File: src/rtl/bky_load_sched_if.sv
// Handshake and strobe bundle between the load scheduler and its requesters/sequencer.
interface bky_load_sched_if;
    logic       REQ_A, REQ_B;
    logic       ACK_A, ACK_B;
    logic       OWNER, BUSY, ERR;
    logic       START, LDR_RST;
    logic       CLR_CNT, RDENA, SHFT_ENA, SET_DONE, MT;
    logic [3:0] CNT;
    logic [4:0] LOOP;

    modport slave (
        input  REQ_A, REQ_B, CLR_CNT, RDENA, SHFT_ENA, SET_DONE, MT,
        output ACK_A, ACK_B, OWNER, BUSY, ERR, START, LDR_RST, CNT, LOOP
    );

    modport master (
        output REQ_A, REQ_B, CLR_CNT, RDENA, SHFT_ENA, SET_DONE, MT,
        input  ACK_A, ACK_B, OWNER, BUSY, ERR, START, LDR_RST, CNT, LOOP
    );
endinterface

File: src/rtl/bky_load_sched.sv
// Two-requester round-robin scheduler for the bucky-load sequencer, with its
// bit/word counters and a FIFO-starvation abort timer. All state moves on the falling edge.
module bky_load_sched #(
    parameter int TMO = 1023
) (
    input logic            CLK,
    input logic            RST,
    bky_load_sched_if.slave bus
);
    localparam int TW = $clog2(TMO + 1);

    typedef enum logic [2:0] {IDLE, LOAD, RELEASE, ABORT, ACK, WAITREL} state_t;

    state_t        state, state_nxt;
    logic          owner, err, armed;
    logic [TW-1:0] timer;
    logic [3:0]    cnt;
    logic [4:0]    loop;
    logic          grant_b, owner_req, starve, tmo_hit, ldr_rst;

    assign grant_b   = (bus.REQ_A && bus.REQ_B) ? ~owner : bus.REQ_B;
    assign owner_req = owner ? bus.REQ_B : bus.REQ_A;
    // Starvation only counts before the first read of the load.
    assign starve    = armed && bus.MT && !bus.RDENA;
    assign tmo_hit   = starve && (timer == TW'(TMO - 1));
    assign ldr_rst   = (state == ABORT);

    always_ff @(negedge CLK or posedge RST) begin
        if (RST) state <= IDLE;
        else     state <= state_nxt;
    end

    always_comb begin
        state_nxt = state;
        case (state)
            IDLE:    if (bus.REQ_A || bus.REQ_B) state_nxt = LOAD;
            LOAD: begin
                if (bus.SET_DONE)  state_nxt = RELEASE;
                else if (tmo_hit)  state_nxt = ABORT;
            end
            RELEASE: if (!bus.SET_DONE) state_nxt = ACK;
            ABORT:   state_nxt = ACK;
            ACK:     state_nxt = WAITREL;
            WAITREL: if (!owner_req) state_nxt = IDLE;
            default: state_nxt = IDLE;
        endcase
    end

    always_ff @(negedge CLK or posedge RST) begin
        if (RST) begin
            owner <= 1'b1;
            err   <= 1'b0;
            timer <= '0;
            armed <= 1'b0;
        end else if (state == IDLE && state_nxt == LOAD) begin
            owner <= grant_b;
            err   <= 1'b0;
            timer <= '0;
            armed <= 1'b1;
        end else if (state == LOAD) begin
            if (bus.RDENA)    armed <= 1'b0;
            if (!bus.MT)      timer <= '0;
            else if (starve)  timer <= timer + 1'b1;
            if (state_nxt == ABORT) err <= 1'b1;
        end
    end

    always_ff @(negedge CLK or posedge RST) begin
        if (RST) begin
            cnt  <= '0;
            loop <= '0;
        end else if (state == IDLE || bus.CLR_CNT || ldr_rst) begin
            cnt  <= '0;
            loop <= '0;
        end else if (bus.SHFT_ENA) begin
            cnt <= cnt + 4'd1;
            if (cnt == 4'd15 && loop != 5'd31) loop <= loop + 5'd1;
        end
    end

    assign bus.START   = (state == LOAD);
    assign bus.BUSY    = (state == LOAD) || (state == RELEASE) || (state == ABORT) || (state == ACK);
    assign bus.LDR_RST = ldr_rst;
    assign bus.ACK_A   = (state == ACK) && !owner;
    assign bus.ACK_B   = (state == ACK) && owner;
    assign bus.OWNER   = owner;
    assign bus.ERR     = err;
    assign bus.CNT     = cnt;
    assign bus.LOOP    = loop;
endmodule

File: src/flat_wrapper.sv
// flat-port wrapper written by rule: the top's interface ports become plain ports
module bky_load_sched_flat 
#(
    parameter int TMO = 1023
)
  (CLK, RST, bus_REQ_A, bus_REQ_B, bus_CLR_CNT, bus_RDENA, bus_SHFT_ENA, bus_SET_DONE, bus_MT, bus_ACK_A, bus_ACK_B, bus_OWNER, bus_BUSY, bus_ERR, bus_START, bus_LDR_RST, bus_CNT, bus_LOOP);
  bky_load_sched_if bus_i ();
  input logic CLK;
  input logic RST;
  input wire logic [$bits(bus_i.REQ_A)-1:0] bus_REQ_A;
  input wire logic [$bits(bus_i.REQ_B)-1:0] bus_REQ_B;
  input wire logic [$bits(bus_i.CLR_CNT)-1:0] bus_CLR_CNT;
  input wire logic [$bits(bus_i.RDENA)-1:0] bus_RDENA;
  input wire logic [$bits(bus_i.SHFT_ENA)-1:0] bus_SHFT_ENA;
  input wire logic [$bits(bus_i.SET_DONE)-1:0] bus_SET_DONE;
  input wire logic [$bits(bus_i.MT)-1:0] bus_MT;
  output wire logic [$bits(bus_i.ACK_A)-1:0] bus_ACK_A;
  output wire logic [$bits(bus_i.ACK_B)-1:0] bus_ACK_B;
  output wire logic [$bits(bus_i.OWNER)-1:0] bus_OWNER;
  output wire logic [$bits(bus_i.BUSY)-1:0] bus_BUSY;
  output wire logic [$bits(bus_i.ERR)-1:0] bus_ERR;
  output wire logic [$bits(bus_i.START)-1:0] bus_START;
  output wire logic [$bits(bus_i.LDR_RST)-1:0] bus_LDR_RST;
  output wire logic [$bits(bus_i.CNT)-1:0] bus_CNT;
  output wire logic [$bits(bus_i.LOOP)-1:0] bus_LOOP;
  assign bus_i.REQ_A = bus_REQ_A;
  assign bus_i.REQ_B = bus_REQ_B;
  assign bus_i.CLR_CNT = bus_CLR_CNT;
  assign bus_i.RDENA = bus_RDENA;
  assign bus_i.SHFT_ENA = bus_SHFT_ENA;
  assign bus_i.SET_DONE = bus_SET_DONE;
  assign bus_i.MT = bus_MT;
  assign bus_ACK_A = bus_i.ACK_A;
  assign bus_ACK_B = bus_i.ACK_B;
  assign bus_OWNER = bus_i.OWNER;
  assign bus_BUSY = bus_i.BUSY;
  assign bus_ERR = bus_i.ERR;
  assign bus_START = bus_i.START;
  assign bus_LDR_RST = bus_i.LDR_RST;
  assign bus_CNT = bus_i.CNT;
  assign bus_LOOP = bus_i.LOOP;
  bky_load_sched #(.TMO(TMO)) u_core (.CLK(CLK), .RST(RST), .bus(bus_i));
endmodule
File: config.mk
export PLATFORM = sky130hd
export DESIGN_NAME = bky_load_sched_flat
export DESIGN_NICKNAME = d
export VERILOG_FILES = /design/src/rtl/bky_load_sched_if.sv /design/src/rtl/bky_load_sched.sv /design/src/flat_wrapper.sv
export SDC_FILE = /design/constraint.sdc
export NUM_CORES = 1
export LEC_CHECK = 0
export ABC_CLOCK_PERIOD_IN_PS = 1650
export CAP_MARGIN = 20
export CELL_PAD_IN_SITES_DETAIL_PLACEMENT = 0
export CELL_PAD_IN_SITES_GLOBAL_PLACEMENT = 1
export CORE_MARGIN = 1
export CORE_UTILIZATION = 36
export DETAILED_ROUTE_END_ITERATION = 7
export PLACE_DENSITY = 0.78
export SYNTH_ARGS = -nofsm -noshare
export SYNTH_HDL_FRONTEND = slang
export SYNTH_SLANG_ARGS = --single-unit
File: constraint.sdc
create_clock -name CLK -period 1.65 [get_ports CLK]
set_input_delay 0.33 -clock CLK [delete_from_list [all_inputs] [get_ports CLK]]
set_output_delay 0.33 -clock CLK [all_outputs]
set_load 0.01 [all_outputs]
==> results of run 1 <==
[worst max-delay path: stages, from the launching register on]
cell,delay [ns]
dfrtn_1,0.45
or3b_4,0.42
clkinv_4,0.06
buf_6,0.09
[metrics by stage]
stage               power [mW]  hold slack (ns)  instances  TNS, ns
global placement          2.18            0.452        257   -28.70
global route              3.15            0.511        277   -11.99
finish                    2.97            0.467        277   -10.59
floorplan                 1.65            0.420        151    -6.49
detailed placement        2.23            0.455        257   -29.67
CTS                       2.90            0.472        270   -10.76
[power by group]
group	internal, mW	switching [mW]	leakage (nW)
Clock	0.170	0.198	0.0322
Sequential	0.716	0.105	0.337
Combinational	0.960	0.817	0.763
[kinds of logic after synthesis]
kind of cell	Yosys count	synth area share [%]
adders and majority gates	5	4.31
and+or+nand+nor	68	24.5
muxes	12	8.27
buffers and inverters	13	4.48
AOI/OAI and AO/OA	22	11.7
DFF	25	43.2
xor gates and xnor gates	6	3.62
[state kept, by name (all words and copies together), names as in the netlist]
name,cells
u_core.bus.CNT,4
u_core.bus.OWNER,1
u_core.armed,1
u_core.state,3
u_core.bus.LOOP,5
u_core.bus.ERR,1
u_core.timer,10
[timing repair]
action                                  CTS  global route
hold endpoints to repair                  0             0
pin swaps                                 6            12
cloned                                    2             0
endpoints found under the setup margin   41            36
resized for setup                       125            12
hold buffers                              0             0
buffers inserted                          8             8
[Yosys cell counts, drive strengths merged]
| cell type | count | area [um2] |
|---|---|---|
| and3 | 1 | 6.26 |
| and4 | 1 | 8.76 |
| nand2 | 19 | 71.3 |
| nor2 | 12 | 45.0 |
| buf | 5 | 30.0 |
| a21boi | 1 | 7.51 |
| a22o | 1 | 8.76 |
| nor3b | 1 | 7.51 |
| a21o | 1 | 7.51 |
| or2 | 1 | 6.26 |
| nor4b | 1 | 8.76 |
| nand4 | 6 | 37.5 |
| ha | 5 | 62.6 |
| nand3b | 1 | 7.51 |
| mux2i | 12 | 120 |
| a211o | 1 | 8.76 |
| a211oi | 3 | 37.5 |
| nand3 | 9 | 45.0 |
| dfstp | 1 | 26.3 |
| nand2b | 7 | 43.8 |
| xor2 | 3 | 26.3 |
| a22oi | 1 | 7.51 |
| o211ai | 1 | 7.51 |
| a21oi | 4 | 20.0 |
| dfrtn | 24 | 601 |
| clkinv | 1 | 8.76 |
| o21ai | 7 | 46.3 |
| nor2b | 2 | 12.5 |
| clkbuf | 1 | 3.75 |
| inv | 6 | 22.5 |
| nor3 | 2 | 15.0 |
| a2111o | 1 | 11.3 |
| or3 | 2 | 12.5 |
| nor4 | 1 | 6.26 |
| xnor2 | 3 | 26.3 |
| nor4bb | 1 | 10.0 |
| o21a | 1 | 7.51 |
| or3b | 1 | 11.3 |
[worst min path at each step]
stage                                 from                     endpoint  slack (ns)  cells after the start
2_1_floorplan  u_core.timer[5]$_DFFE_NP0P_  u_core.timer[5]$_DFFE_NP0P_        0.42                      1
3_3_place_gp      u_core.armed$_DFFE_NP0P_     u_core.armed$_DFFE_NP0P_        0.45                      2
3_5_place_dp      u_core.armed$_DFFE_NP0P_     u_core.armed$_DFFE_NP0P_        0.46                      2
4_1_cts           u_core.armed$_DFFE_NP0P_     u_core.armed$_DFFE_NP0P_        0.47                      2
5_1_grt           u_core.armed$_DFFE_NP0P_     u_core.armed$_DFFE_NP0P_        0.51                      2
6_report       u_core.timer[5]$_DFFE_NP0P_  u_core.timer[5]$_DFFE_NP0P_        0.47                      1
[final cells by class]
| type | instances | area (um2) | share of cell area, % |
|---|---|---|---|
| Clock buffer | 3 | 41.3 | 1.73 |
| Inverter | 6 | 30.0 | 1.26 |
| Multi-Input combinational cell | 114 | 906 | 38.0 |
| Clock inverter | 2 | 7.51 | 0.315 |
| Sequential cell | 25 | 627 | 26.3 |
| Tap cell | 48 | 60.1 | 2.52 |
| Timing Repair Buffer | 79 | 711 | 29.8 |
[routing by layer]
layer  GRT usage [%]  vias up  share of wire (%)
met5               0        -                  0
met4            6.79        0                1.5
met3            1.74        7                2.3
li1                -      686                  -
met2            37.0       22                 54
met1            22.3      679                 42
==> metrics.md, run 1 <==
| Metric | Value |
|---|---|
| Share of cells above drive strength 1 | 48.9% |
| Status | finished with violations |
| Placer congestion estimate | 0.778 |
| Unrepaired setup endpoints after global routing | true |
| Sink Count | 25 |
| Final hold vios | 0 |
| Root Buffer | clkbuf_8 |
| Die W | 65.5 um |
| Place WS | -1.04 ns |
| Commonest non-fill, non-tap cell in the layout | buf_4 |
| DRC Markers | 0 |
| IO Pins | 25 |
| # setup viols final | 36 |
| YS warnings | 0 |
| CTS Buf Count | 3 |
| Total congestion overflow | 0 |
| Initial antenna violation count | 0 |
| Vias in the first global route | 1442 |
| Crit Path Max Fanout | 3 |
| FF-to-FF End | u_core.bus.LOOP[4]$_DFFE_NP0P_ |
| Cell Pwr Density | 1250 nW/um2 |
| Worst Path Arrival | 2.12 ns |
| Unique masters post-synth | 43 |
| Initial Util | 38.5% |
| Number of diodes | 0 |
| Max-cap violations | 0 |
| Mapped Cells | 151 |
| Worst-Margin Slew | 0.302 ns |
| Clk_lat worst skew | 0.33 ns |
| Htree depth | 1 |
| Failing checks | negative setup slack |
| Crit Path Class | flip-flop to output port |
| Via count | 1394 |
| Starting DRC count in detailed routing | 22 |
| Core Region | 3770 um2 |
| Max clock buf depth | 2 |
| Filler cells | 312 |
| Worst hold path type | flip-flop to flip-flop |
| Placed Area | 2110 um2 |
| CP Capture Type | output port |
| Post-DP HPWL | 2.69 mm |
| Syn_nets | 165 |
| Largest net degree at the start of global routing | 15 |
| Nets | 244 |
| Worst r2r path cells | 8 |
| Critical path data required time | 1.32 ns |
| Layout Skew | 0.0519 ns |
| Worst vdd ir | 980 uV |
| First-pass GRT wire length | 6.40 mm |
| Critical Path Sink | bus_START |
| DIE AREA | 4290 um2 |
| GRT Util Overall | 19.4% |
| Chip height | 65.5 um |
| Worst setup margin | -0.797 ns |
| Routed Wire Length | 3.80 mm |
| Routed Antenna Nets | 0 |
| DRT Pass-1 Iters | 4 |
| Final Util | 63.2% |
| Final instance area | 2380 um2 |
| Reg2reg setup slack | -0.09 ns |
| Most frequent cells in the layout | 36 x buf_4, 24 x dfrtn_1, 20 x buf_6 |
| Post-Syn Area per Cell | 9.62 um2 |
| Cell Rows | 22 |
| Area grow syn2layout | 64.0% |
| Routed len/inst | 13.7 um |
| Worst Setup Start Kind | flip-flop |
| Slew Limit Fails | 0 |
| Seq/Total Area, Yosys | 43.2% |
| Clock transition at path regs | 0.06 ns |
| Via/cell ratio | 5.03 |
| Leak | 1.13 nW |
| Max-Slew Margin vs Limit | 79.8% |
| CTS tree | yes |
| Port bufs | 24 |
| Post-synthesis instance area | 1450 um2 |
| Critical Path Source | u_core.state[0]$_DFF_NP0_ |
| #FFs+latches synth | 25 |
| Worst r2r src | u_core.bus.LOOP[0]$_DFFE_NP0P_ |
No activity file was read; power rests on OpenSTA's default activity.
==> run 2, diff against run 1 <==
- ABC_CLOCK_PERIOD_IN_PS: 1650 -> 2840
- CORE_UTILIZATION: 36 -> 43
- PLACE_DENSITY: 0.78 -> 0.87
- clock period: 1.65 -> 2.84 ns (I/O delays scaled with it)
==> run 2 against run 1 <==
- utilization grew 4.7 points
- the flow still finishes with violations (negative setup slack)
- die area down 16%
- power down 46%
- combinational power down 47%
- count of clock-buffer cells in the layout stayed put
- clock power decreased by 53%
- first-iteration DRC count up 120%
- final area shrank 11%
==> metrics.md, run 2 (synthesis results as in run 1) <==
| Metric | Value |
|---|---|
| Crit Path Class | flip-flop to output port (unchanged) |
| Worst setup margin | -0.513 ns (was -0.797 ns) |
| Cell Pwr Density | 751 nW/um2 (was 1250 nW/um2) |
| GRT Util Overall | 23.4% (was 19.4%) |
| Htree depth | 1 (unchanged) |
| Worst vdd ir | 587 uV (was 980 uV) |
| Clk_lat worst skew | 0.38 ns (was 0.33 ns) |
| Cell Rows | 20 (was 22) |
| Largest net degree at the start of global routing | 26 (was 15) |
| Sink Count | 25 (unchanged) |
| Max reg flops | 10 (unchanged) |
| Critical path data required time | 2.27 ns (was 1.32 ns) |
| Final setup TNS | -2.74 ns (was -10.59 ns) |
| Failing checks | negative setup slack (unchanged) |
| DIE AREA | 3610 um2 (was 4290 um2) |
| Leak | 1.03 nW (was 1.13 nW) |
| Nets | 235 (was 244) |
| Chip height | 60.1 um (was 65.5 um) |
| Routed len/inst | 14.5 um (was 13.7 um) |
| Initial antenna violation count | 0 (unchanged) |
| Worst r2r path cells | 8 (unchanged) |
| Hold buffer count at CTS | 0 (unchanged) |
| Hold worst-path end | u_core.timer[5]$_DFFE_NP0P_ (unchanged) |
| Most frequent cells in the layout | 38 x buf_4, 24 x dfrtn_1, 18 x nand2_1 (was 36 x buf_4, 24 x dfrtn_1, 20 x buf_6) |
| Commonest non-fill, non-tap cell in the layout | buf_4 (unchanged) |
| Via count | 1365 (was 1394) |
| DRC Markers | 0 (unchanged) |
| Worst r2r src | u_core.state[2]$_DFF_NP0_ (was u_core.bus.LOOP[0]$_DFFE_NP0P_) |
| Area grow syn2layout | 46.1% (was 64.0%) |
| Max-Slew Margin vs Limit | 82.4% (was 79.8%) |
| Critical Path Source | u_core.state[2]$_DFF_NP0_ (was u_core.state[0]$_DFF_NP0_) |
| # setup viols final | 16 (was 36) |
| Starting DRC count in detailed routing | 48 (was 22) |
| Final instance area | 2120 um2 (was 2380 um2) |
| CP Capture Type | output port (unchanged) |
| Port bufs | 24 (unchanged) |
| Initial Util | 46.4% (was 38.5%) |
| Placer congestion estimate | 0.795 (was 0.778) |
| Largest reg by FF count | u_core.timer (unchanged) |
| FF-to-FF End | u_core.timer[7]$_DFFE_NP0P_ (was u_core.bus.LOOP[4]$_DFFE_NP0P_) |
| Routed Wire Length | 3.82 mm (was 3.80 mm) |
| Max-cap violations | 0 (unchanged) |
| Post-DP HPWL | 2.50 mm (was 2.69 mm) |
| Hold wc startpoint | u_core.timer[5]$_DFFE_NP0P_ (unchanged) |
| Status | finished with violations (unchanged) |
| CTS tree | yes (unchanged) |
| Layout Skew | 0.0651 ns (was 0.0519 ns) |
| First-pass GRT wire length | 6.23 mm (was 6.40 mm) |
| Power Total | 1.59 mW (was 2.97 mW) |
| CTS Buf Count | 3 (unchanged) |
| Worst Path Arrival | 2.79 ns (was 2.12 ns) |
| Routed Antenna Nets | 0 (unchanged) |
| Share of cells above drive strength 1 | 38.2% (was 48.9%) |
| WHS Path Cells | 1 (unchanged) |
| Clock transition at path regs | 0.10 ns (was 0.06 ns) |
| Crit Path Max Fanout | 2 (was 3) |
| Placed Area | 1970 um2 (was 2110 um2) |
| Die W | 60.1 um (was 65.5 um) |
| DRT Pass-1 Iters | 4 (unchanged) |
| Vias in the first global route | 1373 (was 1442) |
| IO Pins | 25 (unchanged) |
| Number of diodes | 0 (unchanged) |
| Slew Limit Fails | 0 (unchanged) |
| Worst-Margin Slew | 0.262 ns (was 0.302 ns) |
| Root Buffer | clkbuf_4 (was clkbuf_8) |
| Reg2reg setup slack | 1.05 ns (was -0.09 ns) |
| Max clock buf depth | 2 (unchanged) |
| Final hold vios | 0 (unchanged) |
| Total congestion overflow | 0 (unchanged) |
| Filler cells | 264 (was 312) |
| Via/cell ratio | 5.17 (was 5.03) |
| Worst Setup Start Kind | flip-flop (unchanged) |
| Hold_ws | 0.460 ns (was 0.467 ns) |
| Worst hold path type | flip-flop to flip-flop (unchanged) |
| Unrepaired setup endpoints after global routing | true (unchanged) |
| Core Region | 3130 um2 (was 3770 um2) |
[run 2: changes by cell type in the layout (fill, tap and decap cells not counted), moves of 3 or more]
cell / previous run / this run
o21ai_0: 0 / 5
clkbuf_8: 3 / 0
buf_6: 20 / 6
clkbuf_4: 0 / 3
o21ai_1: 3 / 0
[run 2: how the worst max path moves through the flow]
stage	slack (ns)	cells after the start	end
after floorplan	-0.09	3	bus_START
after global placement	-0.66	5	u_core.timer[9]$_DFFE_NP0P_
after detailed placement	-0.71	5	u_core.timer[6]$_DFFE_NP0P_
after CTS	-0.51	4	bus_START
after global routing	-0.55	4	bus_START
final	-0.51	4	bus_START
[run 2: where the power goes]
| part | internal (mW) | leakage [nW] | switching (mW) |
|---|---|---|---|
| Sequential | 0.417 | 0.337 | 0.0542 |
| Combinational | 0.473 | 0.669 | 0.478 |
| Clock | 0.0539 | 0.0192 | 0.119 |
| Total | 0.943 | 1.03 | 0.651 |
[run 2: area by class of cell]
type,instances,area (um2),area share (%)
Multi-Input combinational cell,116,858,40.4
Tap cell,44,55.1,2.59
Clock buffer,3,22.5,1.06
Sequential cell,25,627,29.5
Timing Repair Buffer,68,523,24.6
Clock inverter,2,8.76,0.413
Inverter,6,27.5,1.30
[run 2: what timing repair did]
item	in CTS	in global routing
buffers inserted	11	3
pin swaps	10	4
setup endpoints to repair	37	22
gates resized for setup	84	3
gates cloned	4	0
[run 2: per-layer routing]
metal | GRT usage [%] | up-vias | wire (um)
li1 | - | 678 | -
met1 | 30.8 | 660 | 1630
met2 | 40.3 | 25 | 2050
met3 | 2.16 | 2 | 113
met4 | 7.31 | 0 | 26
met5 | 0 | - | 0
[run 2: through the flow]
| step | util [%] | instances | worst slack, ns |
|---|---|---|---|
| 2_1_floorplan | - | 151 | -0.0854 |
| 3_3_place_gp | 62.8 | 242 | -0.661 |
| 3_5_place_dp | 62.8 | 242 | -0.715 |
| 4_1_cts | 66.8 | 261 | -0.506 |
| 5_1_grt | 67.8 | 264 | -0.553 |
| 6_report | 67.8 | 264 | -0.513 |
[run 2: worst max-delay path, stage by stage, from the launching register on]
cell      delay [ns]
dfrtn_1         0.38
buf_6           0.12
or3b_4          0.40
clkinv_4        0.06
buf_6           0.09
==> variant, RTL diff (flow settings as in run 2) <==
`TMO` is set to 1023 in 2 places; all go to 2046.
--- a/src/rtl/bky_load_sched.sv
+++ b/src/rtl/bky_load_sched.sv
@@ -1,7 +1,7 @@
 // Two-requester round-robin scheduler for the bucky-load sequencer, with its
 // bit/word counters and a FIFO-starvation abort timer. All state moves on the falling edge.
 module bky_load_sched #(
-    parameter int TMO = 1023
+    parameter int TMO = 2046
 ) (
     input logic            CLK,
     input logic            RST,
--- a/src/flat_wrapper.sv
+++ b/src/flat_wrapper.sv
@@ -1,7 +1,7 @@
 // flat-port wrapper written by rule: the top's interface ports become plain ports
 module bky_load_sched_flat 
 #(
-    parameter int TMO = 1023
+    parameter int TMO = 2046
 )
   (CLK, RST, bus_REQ_A, bus_REQ_B, bus_CLR_CNT, bus_RDENA, bus_SHFT_ENA, bus_SET_DONE, bus_MT, bus_ACK_A, bus_ACK_B, bus_OWNER, bus_BUSY, bus_ERR, bus_START, bus_LDR_RST, bus_CNT, bus_LOOP);
   bky_load_sched_if bus_i ();
Check against the original RTL: no difference found for any inputs over 10 cycles, from zero or initial values and one cycle with RST high; that may be too few to reach the edited logic, so the function may still have changed.
==> variant against run 2 <==
  * The flow still finishes with violations (setup timing)
  * Combinational power down 3.9%
  * Clock power increased by 29%
  * Routed wire length decreased by 5.5%
  * Synthesized area is 4.3% higher
  * First-iteration DRC count up 21%
  * Highest routed layer unchanged
  * Final area increased by 2.9%
  * Total power increased by 3.4%
  * Non-clock buffer count shrank 2
  * Sequential cell count up 1
  * Worst setup slack better by 0.00052 ns
==> variant: results (changes against run 2) <==
| Metric | Value |
|---|---|
| Synth unique cells | `42 (was 43)` |
| Critical path fanouts, max | `2 (unchanged)` |
| Total GRT Usage | `22.0% (was 23.4%)` |
| Placer Congestion | `0.894 (was 0.795)` |
| First-pass GRT wire length | `5960 um (was 6230 um)` |
| DP Cell Count | `261 (was 242)` |
| Largest register FFs | `11 (was 10)` |
| Setup slack after layout | `-0.513 ns (about the same)` |
| Setup_tns | `-2.50 ns (was -2.74 ns)` |
| Top cells by area, synth | `dfrtn_1 41%, mux2i_1 5.3%, nand2_1 5.0%, nor2_1 4.2%, ha_1 4.1% (was dfrtn_1 41%, mux2i_1 8.3%, nand2_1 4.9%, ha_1 4.3%, nand3_1 3.1%)` |
| R2r setup slk | `0.94 ns (was 1.05 ns)` |
| Final setup fails | `16 (unchanged)` |
| Largest net degree at the start of global routing | `27 (was 26)` |
| Share of layout cells above drive strength 1 | `36.8% (was 38.2%)` |
| WHS Endpoint | `u_core.armed (was u_core.timer[5])` |
| Mapped Cells | `162 (was 151)` |
| Filler cell count in the final layout | `309 (was 264)` |
| Vias/cell | `5.20 (was 5.17)` |
| Arr. time, crit path | `2.78 ns (was 2.79 ns)` |
| Final nets | `243 (was 235)` |
| Reg-to-Reg Start | `u_core.bus.LOOP[0] (was u_core.state[2])` |
| Status | `finished with violations (unchanged)` |
| Leak | `1.06 nW (was 1.03 nW)` |
| Vias in the first global route | `1365 (was 1373)` |
| Setup Skew | `0.0664 ns (was 0.0651 ns)` |
| R2R Path End | `u_core.bus.LOOP[3] (was u_core.timer[7])` |
| Seq/Total Area, Yosys | `43.0% (was 43.2%)` |
| Final HPWL DP | `2680 um (was 2500 um)` |
| Non-filler instance count after layout | `274 (was 264)` |
| Failing checks | `setup timing (unchanged)` |
| Synth Net Count | `176 (was 165)` |
| Initial drt markers | `58 (was 48)` |
| Hold Path Cell Cnt | `2 (was 1)` |
==> variant: cell types whose count changed after synthesis, sizes merged, moves of 2 or more <==
cell	change
or3	+3
mux2i	-4
a31oi	+3
a211oi	-2
nand2b	-3
nor2	+6
and3	+2
o21ai	-3
a21oi	+6
buf	-3
nor3b	+2
==> variant: routing by layer <==
layer	vias up	global-route usage [%]	routed length [um]
met5	-	0	0
met4	0	9.21	78
met3	9	3.15	158
met2	36	40.5	1880
met1	672	25.4	1490
li1	709	-	-
==> variant: how the worst max path moves through the flow <==
stage	to	depth (start not counted)	start	slack, ns
6_report	bus_START	4	u_core.state[1]	-0.51
5_1_grt	bus_START	4	u_core.state[1]	-0.57
4_1_cts	bus_START	4	u_core.state[1]	-0.50
3_5_place_dp	u_core.timer[3]	5	bus_MT	-0.64
3_3_place_gp	u_core.timer[3]	5	bus_MT	-0.59
2_1_floorplan	bus_START	3	u_core.state[0]	-0.15
==> variant: critical path: cells and delay by family, from the launching register on <==
| family | cells | cell delay, ns |
|---|---|---|
| flops | 1 | 0.38 |
| buf+inv | 3 | 0.29 |
| simple gates | 1 | 0.39 |
==> variant: power by group <==
group          total, W  internal (W)  switching, W
clock          0.000223      0.000109      0.000113
combinational  0.000914      0.000472      0.000442
sequential     0.000511      0.000443     0.0000683
total           0.00165       0.00102      0.000623
==> variant: kinds of logic (layout without fill, tap and decap cells) <==
kind of cell    Yosys count  after routing  share of synthesized area (%)
flops                    26             26                           43.0
mux                       8              8                           5.29
xor+xnor                  7              7                           4.05
simple gates             76             76                           25.2
compound gates           28             28                           14.3
fa+ha+maj                 5              5                           4.13
buf+inv                  12             78                           4.05
==> variant: stage by stage <==
step	setup slack (ns)	hold WS [ns]	area, um2
3_5_place_dp	-0.642	0.449	2060
6_report	-0.513	0.519	2180
5_1_grt	-0.566	0.550	2180
2_1_floorplan	-0.148	0.419	1540
4_1_cts	-0.497	0.502	2130
3_3_place_gp	-0.594	0.440	2060
==> variant: cell type report <==
class | count | share of cell area, %
clock buffers | 4 | 2.18
clock inverters | 1 | 0.172
inverters | 7 | 1.43
multi-input cells | 124 | 40.2
flip-flops and latches | 26 | 29.9
well taps | 46 | 2.64
repair buffers | 66 | 23.5
==> variant: repair_timing <==
item / in CTS / in global routing
pin swaps: 8 / 2
gates resized for setup: 84 / 13
setup endpoints to repair: 33 / 20
setup buffers: 7 / 2
